### src/rtl/uart_rx_ctrl_if.sv
// Bundle between the UART receive controller, the parity checker and the RX output register stage.
interface uart_rx_ctrl_if #(
  parameter int data_wd = 8
);
  logic [data_wd-1:0] P_DATA;
  logic               sampled_bit;
  logic               par_chk_en;
  logic               par_err;
  logic               data_valid;
  logic               par_err_o;
  logic               stp_err;
  logic               strt_glitch;

  modport master (
    output P_DATA, sampled_bit, par_chk_en, data_valid, par_err_o, stp_err, strt_glitch,
    input  par_err
  );

  modport slave (
    input  P_DATA, sampled_bit, par_chk_en, data_valid, par_err_o, stp_err, strt_glitch,
    output par_err
  );
endinterface

### src/rtl/uart_rx_ctrl.sv
// UART receive front end: oversampled 2-of-3 bit voting, LSB-first deserialization,
// start/data/parity/stop frame sequencing and one-cycle status pulses.
module uart_rx_ctrl #(
  parameter int data_wd = 8,
  parameter int ps_wd   = 6
) (
  input  logic             CLK,
  input  logic             RST,
  input  logic             RX_IN,
  input  logic [ps_wd-1:0] PRESCALE,
  input  logic             PAR_EN,
  uart_rx_ctrl_if.master   bus
);
  localparam int bc_wd = (data_wd > 1) ? $clog2(data_wd) : 1;
  localparam logic [ps_wd-1:0] one      = ps_wd'(1);
  localparam logic [ps_wd-1:0] two      = ps_wd'(2);
  localparam logic [bc_wd-1:0] bit_last = bc_wd'(data_wd - 1);

  typedef enum logic [2:0] {
    IDLE   = 3'd0,
    START  = 3'd1,
    DATA   = 3'd2,
    PARITY = 3'd3,
    STOP   = 3'd4
  } state_t;

  state_t           state;
  logic [ps_wd-1:0] edge_cnt;
  logic [bc_wd-1:0] bit_cnt;
  logic [ps_wd-1:0] psc_l;
  logic             par_en_l;
  logic             par_flag;
  logic             par_pend;
  logic [2:0]       smp;

  logic [ps_wd-1:0] half, e_s0, e_s2, e_upd, e_last;
  logic             vote;

  // Sample and decision edges derived from the prescale latched for this frame.
  always_comb begin
    half   = psc_l >> 1;
    e_s0   = half - one;
    e_s2   = half + one;
    e_upd  = half + two;
    e_last = psc_l - one;
    vote   = (smp[0] & smp[1]) | (smp[0] & smp[2]) | (smp[1] & smp[2]);
  end

  always_ff @(posedge CLK) begin
    if (RST) begin
      state           <= IDLE;
      edge_cnt        <= '0;
      bit_cnt         <= '0;
      psc_l           <= ps_wd'(8);
      par_en_l        <= 1'b0;
      par_flag        <= 1'b0;
      par_pend        <= 1'b0;
      smp             <= '0;
      bus.P_DATA      <= '0;
      bus.sampled_bit <= 1'b0;
      bus.par_chk_en  <= 1'b0;
      bus.data_valid  <= 1'b0;
      bus.par_err_o   <= 1'b0;
      bus.stp_err     <= 1'b0;
      bus.strt_glitch <= 1'b0;
    end else begin
      bus.par_chk_en  <= 1'b0;
      bus.data_valid  <= 1'b0;
      bus.par_err_o   <= 1'b0;
      bus.stp_err     <= 1'b0;
      bus.strt_glitch <= 1'b0;

      // The checker answers one cycle after its enable; grab the result then.
      par_pend <= bus.par_chk_en;
      if (par_pend)
        par_flag <= bus.par_err;

      if (state != IDLE) begin
        edge_cnt <= (edge_cnt == e_last) ? '0 : edge_cnt + one;
        if (edge_cnt == e_s0) smp[0] <= RX_IN;
        if (edge_cnt == half) smp[1] <= RX_IN;
        if (edge_cnt == e_s2) smp[2] <= RX_IN;
        if (edge_cnt == e_upd) bus.sampled_bit <= vote;
      end

      case (state)
        IDLE: begin
          if (!RX_IN) begin
            state    <= START;
            edge_cnt <= one;
            psc_l    <= PRESCALE;
            par_en_l <= PAR_EN;
            par_flag <= 1'b0;
            bit_cnt  <= '0;
          end
        end
        START: begin
          if (edge_cnt == e_upd && vote) begin
            state           <= IDLE;
            edge_cnt        <= '0;
            bus.strt_glitch <= 1'b1;
          end else if (edge_cnt == e_last) begin
            state <= DATA;
          end
        end
        DATA: begin
          if (edge_cnt == e_upd)
            bus.P_DATA[bit_cnt] <= vote;
          if (edge_cnt == e_last) begin
            if (bit_cnt == bit_last) begin
              bit_cnt <= '0;
              state   <= par_en_l ? PARITY : STOP;
            end else begin
              bit_cnt <= bit_cnt + 1'b1;
            end
          end
        end
        PARITY: begin
          if (edge_cnt == e_upd)
            bus.par_chk_en <= 1'b1;
          if (edge_cnt == e_last)
            state <= STOP;
        end
        STOP: begin
          if (edge_cnt == e_last) begin
            state <= IDLE;
            if (!bus.sampled_bit)
              bus.stp_err <= 1'b1;
            else if (par_en_l && par_flag)
              bus.par_err_o <= 1'b1;
            else
              bus.data_valid <= 1'b1;
          end
        end
        default: state <= IDLE;
      endcase
    end
  end
endmodule

### src/flat_wrapper.sv
// flat-port wrapper written by rule: the top's interface ports become plain ports
module uart_rx_ctrl_flat 
#(
  parameter int data_wd = 8,
  parameter int ps_wd   = 6
)
  (CLK, RST, RX_IN, PRESCALE, PAR_EN, bus_P_DATA, bus_sampled_bit, bus_par_chk_en, bus_data_valid, bus_par_err_o, bus_stp_err, bus_strt_glitch, bus_par_err);
  uart_rx_ctrl_if #(.data_wd(data_wd)) bus_i ();
  input  logic CLK;
  input  logic RST;
  input  logic RX_IN;
  input  logic [ps_wd-1:0] PRESCALE;
  input  logic PAR_EN;
  output wire logic [$bits(bus_i.P_DATA)-1:0] bus_P_DATA;
  output wire logic [$bits(bus_i.sampled_bit)-1:0] bus_sampled_bit;
  output wire logic [$bits(bus_i.par_chk_en)-1:0] bus_par_chk_en;
  output wire logic [$bits(bus_i.data_valid)-1:0] bus_data_valid;
  output wire logic [$bits(bus_i.par_err_o)-1:0] bus_par_err_o;
  output wire logic [$bits(bus_i.stp_err)-1:0] bus_stp_err;
  output wire logic [$bits(bus_i.strt_glitch)-1:0] bus_strt_glitch;
  input wire logic [$bits(bus_i.par_err)-1:0] bus_par_err;
  assign bus_P_DATA = bus_i.P_DATA;
  assign bus_sampled_bit = bus_i.sampled_bit;
  assign bus_par_chk_en = bus_i.par_chk_en;
  assign bus_data_valid = bus_i.data_valid;
  assign bus_par_err_o = bus_i.par_err_o;
  assign bus_stp_err = bus_i.stp_err;
  assign bus_strt_glitch = bus_i.strt_glitch;
  assign bus_i.par_err = bus_par_err;
  uart_rx_ctrl #(.data_wd(data_wd), .ps_wd(ps_wd)) u_core (.CLK(CLK), .RST(RST), .RX_IN(RX_IN), .PRESCALE(PRESCALE), .PAR_EN(PAR_EN), .bus(bus_i));
endmodule
### config.mk
export PLATFORM = sky130hd
export DESIGN_NAME = uart_rx_ctrl_flat
export DESIGN_NICKNAME = d
export VERILOG_FILES = /design/src/rtl/uart_rx_ctrl_if.sv /design/src/rtl/uart_rx_ctrl.sv /design/src/flat_wrapper.sv
export SDC_FILE = /design/constraint.sdc
export NUM_CORES = 1
export LEC_CHECK = 0
export CAP_MARGIN = 40
export CORE_ASPECT_RATIO = 0.5
export CORE_MARGIN = 2
export CORE_UTILIZATION = 55
export DETAILED_ROUTE_END_ITERATION = 12
export PLACE_DENSITY = 0.75
export REMOVE_ABC_BUFFERS = 1
export SYNTH_ARGS = -nofsm -noshare
export SYNTH_HDL_FRONTEND = slang
export SYNTH_SLANG_ARGS = --single-unit
### constraint.sdc
create_clock -name CLK -period 3.6 [get_ports CLK]
set_input_delay 0.36 -clock CLK [delete_from_list [all_inputs] [get_ports CLK]]
set_output_delay 0.36 -clock CLK [all_outputs]
set_load 0.005 [all_outputs]
==> results of run 1 <==
## state kept, by name, summed over array words and instances, names as in the netlist
signal	flops
u_core.bit_cnt	3
u_core.bus.P_DATA	8
u_core.bus.data_valid	1
u_core.bus.par_chk_en	1
u_core.bus.par_err_o	1
u_core.bus.sampled_bit	1
u_core.bus.stp_err	1
u_core.bus.strt_glitch	1
u_core.edge_cnt	6
u_core.par_en_l	1
u_core.par_flag	1
u_core.par_pend	1
u_core.psc_l	6
u_core.smp	3
u_core.state	3
## worst reg2reg max path: stages, from the launching register on
cell and delay, ps:
sky130_fd_sc_hd__dfxtp_1 480, sky130_fd_sc_hd__inv_1 150, sky130_fd_sc_hd__ha_1 230, sky130_fd_sc_hd__and2_1 180
sky130_fd_sc_hd__or4_4 480, sky130_fd_sc_hd__a2111oi_2 430, sky130_fd_sc_hd__nand2_1 300, sky130_fd_sc_hd__or4_1 540
sky130_fd_sc_hd__a21oi_1 150
## metrics by stage
stage                     worst slack (ps)  hold WS, ps  cell area, um^2  instances
after detailed placement             629.4        456.9             2500        332
after global routing                 412.5        482.7             2591        340
after global placement               774.2        447.2             2500        332
after floorplan                      927.4        429.1             2170        251
final                                596.5        464.7             2591        340
after CTS                            587.5        468.7             2591        340
## layout by cell type (no fill, tap or decap), types with 4 or more instances in the layout
cell                              count
sky130_fd_sc_hd__inv_1                7
sky130_fd_sc_hd__nor3b_1              6
sky130_fd_sc_hd__nor2b_1              5
sky130_fd_sc_hd__nand2_1             27
sky130_fd_sc_hd__nor2_1              17
sky130_fd_sc_hd__nor3_1              11
sky130_fd_sc_hd__and3_1               5
sky130_fd_sc_hd__o211ai_1             6
sky130_fd_sc_hd__dfxtp_1             38
sky130_fd_sc_hd__o31ai_1              4
sky130_fd_sc_hd__nand4_1              4
sky130_fd_sc_hd__clkbuf_8             6
sky130_fd_sc_hd__clkdlybuf4s50_1     24
sky130_fd_sc_hd__ha_1                10
sky130_fd_sc_hd__a21oi_1             16
sky130_fd_sc_hd__nand3_1              6
sky130_fd_sc_hd__xnor2_1             13
sky130_fd_sc_hd__o21ai_0              5
sky130_fd_sc_hd__mux2i_1             10
sky130_fd_sc_hd__nand2b_1            16
sky130_fd_sc_hd__xor2_1              11
## area by class of cell
type	count	area, um^2
tap	54	67.56
clock buffer	7	86.33
multi-input combinational	206	1383
clock inverter	1	5.005
timing repair buffer	27	262.8
sequential	38	760.7
inverter	7	26.28
fill	333	1313
## logic make-up after synthesis
logic type	Yosys count	share of synthesized area (%)
flip-flops	38	33.91
multiplexers	11	4.964
AO/OA/AOI/OAI	46	14.00
buffers and inverters	24	4.462
adder cells (fa/ha/maj)	11	6.023
XOR/XNOR	24	9.370
AND/OR/NAND/NOR	114	27.27
## power by group
group,internal [mW],switching (mW)
registers,0.454,0.0698
clock network,0.154,0.138
logic,0.198,0.265
## worst paths after layout
check                              startpoint                             end  slack [ps]
min reg2reg  u_core.bus.par_chk_en$_SDFF_PP0_      u_core.par_pend$_SDFF_PP0_         460
min          u_core.bus.par_chk_en$_SDFF_PP0_      u_core.par_pend$_SDFF_PP0_         460
max              u_core.psc_l[2]$_SDFFE_PP0P_  u_core.bit_cnt[0]$_SDFFE_PP0P_         600
max reg2reg      u_core.psc_l[2]$_SDFFE_PP0P_  u_core.bit_cnt[0]$_SDFFE_PP0P_         600
## per-layer routing
metal | part of all wire [%] | global-route usage (%) | vias to the layer above
met5 | 0 | 0 | -
met4 | 0.92 | 5.556 | 0
met3 | 4.4 | 5.100 | 6
met2 | 46 | 37.86 | 41
met1 | 49 | 32.59 | 899
li1 | - | - | 972
==> results.md, run 1 <==
- Result of the run: completed
- Avg WL per Cell: 14.06 um
- Resized Gates After CTS: 0
- Post-synth EDFFs: 0
- Largest vdd supply drop: 0.3711 mV
- Final layout net count: 306
- Utilization after layout: 66.38%
- Synth async-reset ratio: 0%
- Largest net degree at the start of global routing: 31
- Endpoint class of the critical path: register
- Core Rows: 16
- Average via count per standard cell: 5.641
- Total wirelength of the detailed-routed design: 4781 um
- Final Max Tran Viols: 0
- Worst-path clk slew: 70 ps
- Global placer's final weighted congestion: 0.8726
- Part of the Yosys area used for sequential elements: 33.91%
- Insertion delay of the later-clocked pin in the worst-skew pair: 280 ps
- Remaining number of nets flagged by the antenna check after routing: 0
- Worst Tran Pin Value: 638.2 ps
- Number of hold buffers added after CTS: 0
- Total inserted antenna cells: 0
- Leakage power: 0.9313 nW
- Setup TNS: 0 ps
- Total number of vias: 1918
- Count of distinct cell types in the synthesized netlist: 50
- Layout Skew: 2.530 ps
- Power Dens Cells: 493.9 nW/um^2
- Count of warnings emitted by yosys: 0
- Input/output buffers: 24
- Global route overflow: 0
- Area of the mapped netlist: 2243 um^2
- Placeable Area: 3904 um^2
- Post-synthesis sequential element count: 38
- Period utilisation layout: 83.43%
- Number of CTS-inserted buffers: 5
- Highest achievable clock rate: 332.9 MHz
- Maximum clock path buffer count: 2
- Kind of start point of the critical path: register
- Hpwl dp: 3533 um
- Worst setup path class: register to register
- Number of maximum-capacitance constraint violations: 0
- Relative slew margins: 57.30%
- Highest-delay cell along the critical path: sky130_fd_sc_hd__or4_1
- List of cells traversed by the critical path: inv_1, ha_1, and2_1, or4_4, a2111oi_2, nand2_1, or4_1, a21oi_1
- Type of the worst min-delay path: register to register
- Library cell with the highest instance count after synthesis: sky130_fd_sc_hd__dfxtp_1
- Area grow syn2layout: 15.50%
- Minimum period implied by the final worst setup slack: 3004 ps
- Endpoint required time on the critical path: 3810 ps
- Crit path max-delay family: simple AND/OR/NAND/NOR gates
- CTS tree: yes
- First-pass DRT Iterations: 4
- Highest net fanout along the worst path: 11
- Layout cells sized above 1: 5.245%
- Final setup violation count: 0
- Number of clock sinks: 38
- Total number of H-tree levels: 2
- Antenna violations before repair: 0
- Portion of synthesized cell area occupied by the leading cell type: 33.91%
- Buf+Inv Stages, Crit Path: 1
- Overall fraction of global-route tracks in use: 23.56%
- Count of unresolved DRC violations after routing: 0
- Top cells by count, synth: 38 x sky130_fd_sc_hd__dfxtp_1, 27 x sky130_fd_sc_hd__nand2_1, 17 x sky130_fd_sc_hd__nor2_1
- Post-synth top area cell: sky130_fd_sc_hd__dfxtp_1
- Hold Path Stages: 1
- Number of top-level design ports: 25
- Die Y-Extent: 49.16 um
- Cell types occupying the most area after synthesis: sky130_fd_sc_hd__dfxtp_1 34%, sky130_fd_sc_hd__ha_1 5.6%, sky130_fd_sc_hd__xnor2_1 5.1%
- Unrepaired setup endpoints after global routing: no
- Clock root buffer: sky130_fd_sc_hd__clkbuf_8
- Initial drt markers: 101
- Cell count along the critical path: 8
- Effective utilization at floorplan: 57.47%
- Number of hold violations in the final report: 0
- Number of global-route vias before repair: 1858
- Worst R2R Path Depth: 8
- Die area: 4637 um^2
- Pwr Total: 1.280 mW
- Setup Fix Bufs, Post-CTS: 0
- Mean Syn Cell Area: 8.371 um^2
- Critical Path AT: 3220 ps
- Slowest cell delay on critical path: 540 ps
- Number of instances in the synthesized netlist: 268
- First-pass GRT wire length: 8659 um
- Die X-Extent: 94.32 um
- Most used flip-flop cell after synthesis: sky130_fd_sc_hd__dfxtp_1
(Power assumes the default switching activity.)
==> run 2, diff against run 1 <==
--- a/config.mk
+++ b/config.mk
@@ -8,9 +8,9 @@
 export CAP_MARGIN = 40
 export CORE_ASPECT_RATIO = 0.5
 export CORE_MARGIN = 2
-export CORE_UTILIZATION = 55
+export CORE_UTILIZATION = 51
 export DETAILED_ROUTE_END_ITERATION = 12
-export PLACE_DENSITY = 0.75
+export PLACE_DENSITY = 0.73
 export REMOVE_ABC_BUFFERS = 1
 export SYNTH_ARGS = -nofsm -noshare
 export SYNTH_HDL_FRONTEND = slang
==> constraint.sdc (replaced) <==
create_clock -name CLK -period 2.55 [get_ports CLK]
set_input_delay 0.255 -clock CLK [delete_from_list [all_inputs] [get_ports CLK]]
set_output_delay 0.255 -clock CLK [all_outputs]
set_load 0.005 [all_outputs]
==> run 2 against run 1 <==
Net effect:
- die area up 7.4%
- total power is 52% higher
- sequential power grew 36%
- sequential cell count is the same
- clock skew grew 5.8 ps
- critical path type unchanged
- critical endpoint is now u_core.bus.P_DATA[3]$_SDFFE_PP0P_
==> results.md, run 2 (synthesis gave the netlist of run 1 again) <==
- Type of the worst min-delay path: register to register
- Slowest cell delay on critical path: 320 ps
- Largest vdd supply drop: 0.5014 mV
- Antenna violations before repair: 0
- Relative slew margins: 68.49%
- Setup TNS: 0 ps
- Utilization after layout: 68.47%
- CTS tree: yes
- Leading cell type in the layout, fill and taps excluded: sky130_fd_sc_hd__dfxtp_1
- Combinational group share of total power: 41.5%
- Net switching fraction of the power: 37.76%
- Storage cell area: 762.0 um^2
- Commonest cells after routing, fill and taps aside: 37 x sky130_fd_sc_hd__dfxtp_1, 26 x sky130_fd_sc_hd__nand2_1, 24 x sky130_fd_sc_hd__clkdlybuf4s50_1, 20 x sky130_fd_sc_hd__buf_4, 17 x sky130_fd_sc_hd__nor2_1
- Area of combinational cells with multiple inputs: 1434 um^2
- Result of the run: completed
- Total inserted antenna cells: 0
- Effective utilization at floorplan: 55.20%
- Buf+Inv Stages, Crit Path: 3
- Worst Tran Pin Value: 472.6 ps
- Worst hold slack across all endpoints: 470.1 ps
- First-pass DRT Iterations: 4
- Clock root buffer: sky130_fd_sc_hd__clkbuf_8
- Number of hold buffers added after CTS: 0
- Kind of start point of the critical path: register
- Power Dens Cells: 697.7 nW/um^2
- Largest registers ranked by flip-flop count: u_core.bus.P_DATA x8, u_core.edge_cnt x6, u_core.psc_l x6
- Endpoint class of the critical path: register
- Total number of H-tree levels: 2
- Final setup violation count: 0
- Input/output buffers: 24
- Avg WL per Cell: 14.77 um
- Final instance area: 2783 um^2
- Average via count per standard cell: 5.561
- Core Rows: 16
- Overall fraction of global-route tracks in use: 22.52%
- Largest Register: u_core.bus.P_DATA
- Layout cells sized above 1: 13.49%
- Number of maximum-capacitance constraint violations: 0
- Number of global-route vias before repair: 1938
- Internal power contribution: 1.208 mW
- Minimum period implied by the final worst setup slack: 2467 ps
- Most frequent CP cell: sky130_fd_sc_hd__buf_4
- Count of unresolved DRC violations after routing: 0
- Non-filler cells in the finished layout: 358
- Pwr Total: 1.942 mW
- Fill cells: 332
- Maximum clock path buffer count: 2
- Die X-Extent: 97.80 um
- Final layout net count: 324
- Hpwl dp: 3856 um
- Total wirelength of the detailed-routed design: 5287 um
- Placeable Area: 4064 um^2
- Leakage power: 1.023 nW
- Die Y-Extent: 50.90 um
- Highest net fanout along the worst path: 7
- Highest achievable clock rate: 405.3 MHz
- Global route overflow: 0
- Die area: 4978 um^2
- Placed instance count: 350
- Remaining number of nets flagged by the antenna check after routing: 0
- Worst-path clk slew: 70 ps
- Crit path max-delay family: simple AND/OR/NAND/NOR gates
- Largest register FFs: 8
- Share of total power in sequential cells: 36.6%
- Endpoint required time on the critical path: 2770 ps
- Number of hold violations in the final report: 0
- DP Area: 2635 um^2
- Largest net degree at the start of global routing: 18
- First-pass GRT wire length: 8859 um
- Unrepaired setup endpoints after global routing: yes
- Layout Skew: 8.364 ps
- Initial drt markers: 67
- Number of clock sinks: 38
- Clk network pwr share: 21.8%
- Total number of vias: 1991
- Worst setup path class: register to register
- Number of CTS-inserted buffers: 5
- Critical Path AT: 2690 ps
- Insertion delay of the later-clocked pin in the worst-skew pair: 290 ps
- Highest-delay cell along the critical path: sky130_fd_sc_hd__dfxtp_2
- Number of top-level design ports: 25
- Final Max Tran Viols: 0
- List of cells traversed by the critical path: inv_1, buf_4, ha_1, xnor2_1, nand3b_1, a211oi_4, buf_4, nand4_1, nor3b_1, mux2i_1
- Area grow syn2layout: 24.04%
- Global placer's final weighted congestion: 0.9609
- Total net switching power: 0.7331 mW
- Period utilisation layout: 96.75%
- PnR worst setup slack: 82.82 ps
- Setup Slack @ Placement: -23.19 ps
-- run 2: worst paths after layout --
kind / startpoint / end / slack (ps) / depth (start not counted)
max: u_core.psc_l[2]$_SDFFE_PP0P_ / u_core.bus.P_DATA[3]$_SDFFE_PP0P_ / 80 / 10
min: u_core.bus.par_chk_en$_SDFF_PP0_ / u_core.par_pend$_SDFF_PP0_ / 470 / 1
min reg2reg: u_core.bus.par_chk_en$_SDFF_PP0_ / u_core.par_pend$_SDFF_PP0_ / 470 / 1
max reg2reg: u_core.psc_l[2]$_SDFFE_PP0P_ / u_core.bus.P_DATA[3]$_SDFFE_PP0P_ / 80 / 10
-- run 2: routing by layer --
metal  up-vias  track usage (%)  share of wire [%]
li1       1006                -                  -
met1       950            28.45                 48
met2        29            39.77                 48
met3         6            4.925                3.3
met4         0            6.019               0.81
met5         -                0                  0
-- run 2: repair_timing --
action / 4_1_cts / 5_1_grt
endpoints found under the setup margin: 7 / 16
pin swaps: 0 / 4
resized for setup: 1 / 11
buffers inserted: 0 / 0
-- run 2: final cells by class --
class / instances / area share [%]
clock buffers: 7 / 3.103
clock inverters: 1 / 0.1799
inverters: 7 / 0.9442
multi-input cells: 206 / 51.53
flip-flops and latches: 38 / 27.38
well taps: 54 / 2.428
repair buffers: 45 / 14.43
-- run 2: power by group through the flow --
stage          sequential, mW  combinational, mW  clock [mW]
2_1_floorplan           0.721              0.510           0
3_3_place_gp            0.722              0.726           0
3_5_place_dp            0.722              0.748           0
4_1_cts                 0.708              0.769       0.438
5_1_grt                 0.719              0.894       0.461
6_report                0.711              0.806       0.424
==> run 3, diff against run 2 <==
--- a/config.mk
+++ b/config.mk
@@ -5,12 +5,13 @@
 export SDC_FILE = /design/constraint.sdc
 export NUM_CORES = 1
 export LEC_CHECK = 0
-export CAP_MARGIN = 40
 export CORE_ASPECT_RATIO = 0.5
 export CORE_MARGIN = 2
-export CORE_UTILIZATION = 51
+export CORE_UTILIZATION = 53
+export CTS_BUF_LIST = sky130_fd_sc_hd__clkbuf_8
+export CTS_CLUSTER_SIZE = 28
 export DETAILED_ROUTE_END_ITERATION = 12
-export PLACE_DENSITY = 0.73
+export PLACE_DENSITY = 0.76
 export REMOVE_ABC_BUFFERS = 1
 export SYNTH_ARGS = -nofsm -noshare
 export SYNTH_HDL_FRONTEND = slang
==> run 3 against run 2 <==
Net effect:
- highest routed layer unchanged
- non-clock buffer count did not move
- count of clock-buffer cells in the layout shrank 2
- critical endpoint is now u_core.bit_cnt[0]$_SDFFE_PP0P_
- final cell count stayed put
- critical path type unchanged
- maximum frequency grew 1.2%
- sequential share of layout area down 0.40 points
- register-to-register slack improved by 30 ps
==> results.md, run 3 (synthesis gave the netlist of run 1 again) <==
- CTS tree: yes
- Worst setup path class: register to register
- Largest vdd supply drop: 0.4872 mV
- Hpwl dp: 3809 um
- Final setup violation count: 0
- Die X-Extent: 96.01 um
- First-pass DRT Iterations: 4
- Highest net fanout along the worst path: 6
- Setup Slack @ Placement: -24.72 ps
- Kind of start point of the critical path: register
- Number of CTS-inserted buffers: 5
- Number of hold buffers added after CTS: 0
- Layout Skew: 6.050 ps
- Power Dens Cells: 710.5 nW/um^2
- Endpoint required time on the critical path: 2780 ps
- Effective utilization at floorplan: 56.31%
- Insertion delay of the later-clocked pin in the worst-skew pair: 290 ps
- Average via count per standard cell: 5.656
- Minimum period implied by the final worst setup slack: 2437 ps
- Highest-delay cell along the critical path: sky130_fd_sc_hd__or4_4
- Avg WL per Cell: 14.47 um
- Endpoint class of the critical path: register
- Largest Register: u_core.bus.P_DATA
- Period utilisation layout: 95.57%
- Worst-path clk slew: 80 ps
- Total number of H-tree levels: 2
- Core Rows: 16
- Final layout net count: 324
- Leakage power: 1.043 nW
- Placeable Area: 3984 um^2
- Buf+Inv Stages, Crit Path: 0
- Count of unresolved DRC violations after routing: 0
- PnR worst setup slack: 112.9 ps
- Crit path max-delay family: simple AND/OR/NAND/NOR gates
- Critical Path AT: 2670 ps
- Die Y-Extent: 50.01 um
- First-pass GRT wire length: 8556 um
- Total inserted antenna cells: 0
- Highest achievable clock rate: 410.3 MHz
- Layout cells sized above 1: 17.11%
- Largest net degree at the start of global routing: 28
- Worst hold slack across all endpoints: 470.9 ps
- Result of the run: completed
- Clock root buffer: sky130_fd_sc_hd__clkbuf_8
- Number of hold violations in the final report: 0
- Utilization after layout: 71.11%
- Number of top-level design ports: 25
- Leading cell type in the layout, fill and taps excluded: sky130_fd_sc_hd__dfxtp_1
- Type of the worst min-delay path: register to register
- Global route overflow: 0
- Relative slew margins: 63.67%
- Overall fraction of global-route tracks in use: 23.30%
- List of cells traversed by the critical path: xnor2_1, or4_4, a2111oi_4, nand2_1, or4_1, a21oi_1
- Initial drt markers: 113
- Input/output buffers: 24
- Die area: 4801 um^2
- Largest registers ranked by flip-flop count: u_core.bus.P_DATA x8, u_core.edge_cnt x6, u_core.psc_l x6
- Antenna violations before repair: 0
- Commonest cells after routing, fill and taps aside: 35 x sky130_fd_sc_hd__dfxtp_1, 27 x sky130_fd_sc_hd__nand2_1, 24 x sky130_fd_sc_hd__clkdlybuf4s50_1, 18 x sky130_fd_sc_hd__buf_4, 17 x sky130_fd_sc_hd__nor2_1
- Global placer's final weighted congestion: 0.9118
- Area grow syn2layout: 26.27%
- Final Max Tran Viols: 0
- Total wirelength of the detailed-routed design: 5182 um
- Total number of vias: 2025
- Slowest cell delay on critical path: 550 ps
- Largest register FFs: 8
- Remaining number of nets flagged by the antenna check after routing: 0
- Worst Tran Pin Value: 543.3 ps
- Maximum clock path buffer count: 2
- Number of maximum-capacitance constraint violations: 0
- Number of clock sinks: 38
- Number of global-route vias before repair: 1924
run 3: cell types whose count changed in the layout (fill, tap and decap cells not counted), sizes merged:
cell    previous run  this run
clkinv             1         2
clkbuf             7         5
bufinv             0         1
run 3: path summary, 6_finish.rpt:
kind                                     to  slack [ps]                        startpoint  depth (start not counted)
max reg2reg  u_core.bit_cnt[0]$_SDFFE_PP0P_         110      u_core.psc_l[5]$_SDFFE_PP0P_                          6
min reg2reg      u_core.par_pend$_SDFF_PP0_         470  u_core.bus.par_chk_en$_SDFF_PP0_                          1
min              u_core.par_pend$_SDFF_PP0_         470  u_core.bus.par_chk_en$_SDFF_PP0_                          1
max          u_core.bit_cnt[0]$_SDFFE_PP0P_         110      u_core.psc_l[5]$_SDFFE_PP0P_                          6
run 3: where the power goes:
part	switching, mW	internal (mW)	total, mW	leakage [nW]
registers	0.0788	0.643	0.722	0.308
logic	0.434	0.354	0.788	0.676
clock network	0.215	0.288	0.503	0.0579
run 3: repair_timing:
action                     4_1_cts  5_1_grt
setup endpoints to repair        6       16
pin swaps                        0        6
gates cloned                     0        0
buffers inserted                 0        2
resized for setup                2       20
run 3: layout make-up:
cell class	instances	area, um^2
Inverter	7	26.28
Multi-Input combinational cell	206	1448
Tap cell	54	67.56
Clock inverter	3	40.04
Clock buffer	5	68.82
Timing Repair Buffer	45	417.9
Fill cell	312	1151
Sequential cell	38	764.5
run 3: per-stage QoR:
step,total power [mW],cell area (um^2),TNS (ps),cells
after floorplan,1.231,2170,-122.6,251
after global placement,1.440,2633,0,348
after detailed placement,1.469,2633,-80.64,348
after CTS,1.997,2760,0,356
after global routing,2.146,2833,-18.53,358
final,2.013,2833,0,358
run 3: routing by layer:
metal / vias up / share of wire [%] / global-route usage, %
li1: 1012 / - / -
met5: - / 0 / 0
met2: 50 / 46 / 36.57
met4: 0 / 0.60 / 5.000
met3: 5 / 4.8 / 7.187
met1: 958 / 49 / 31.48
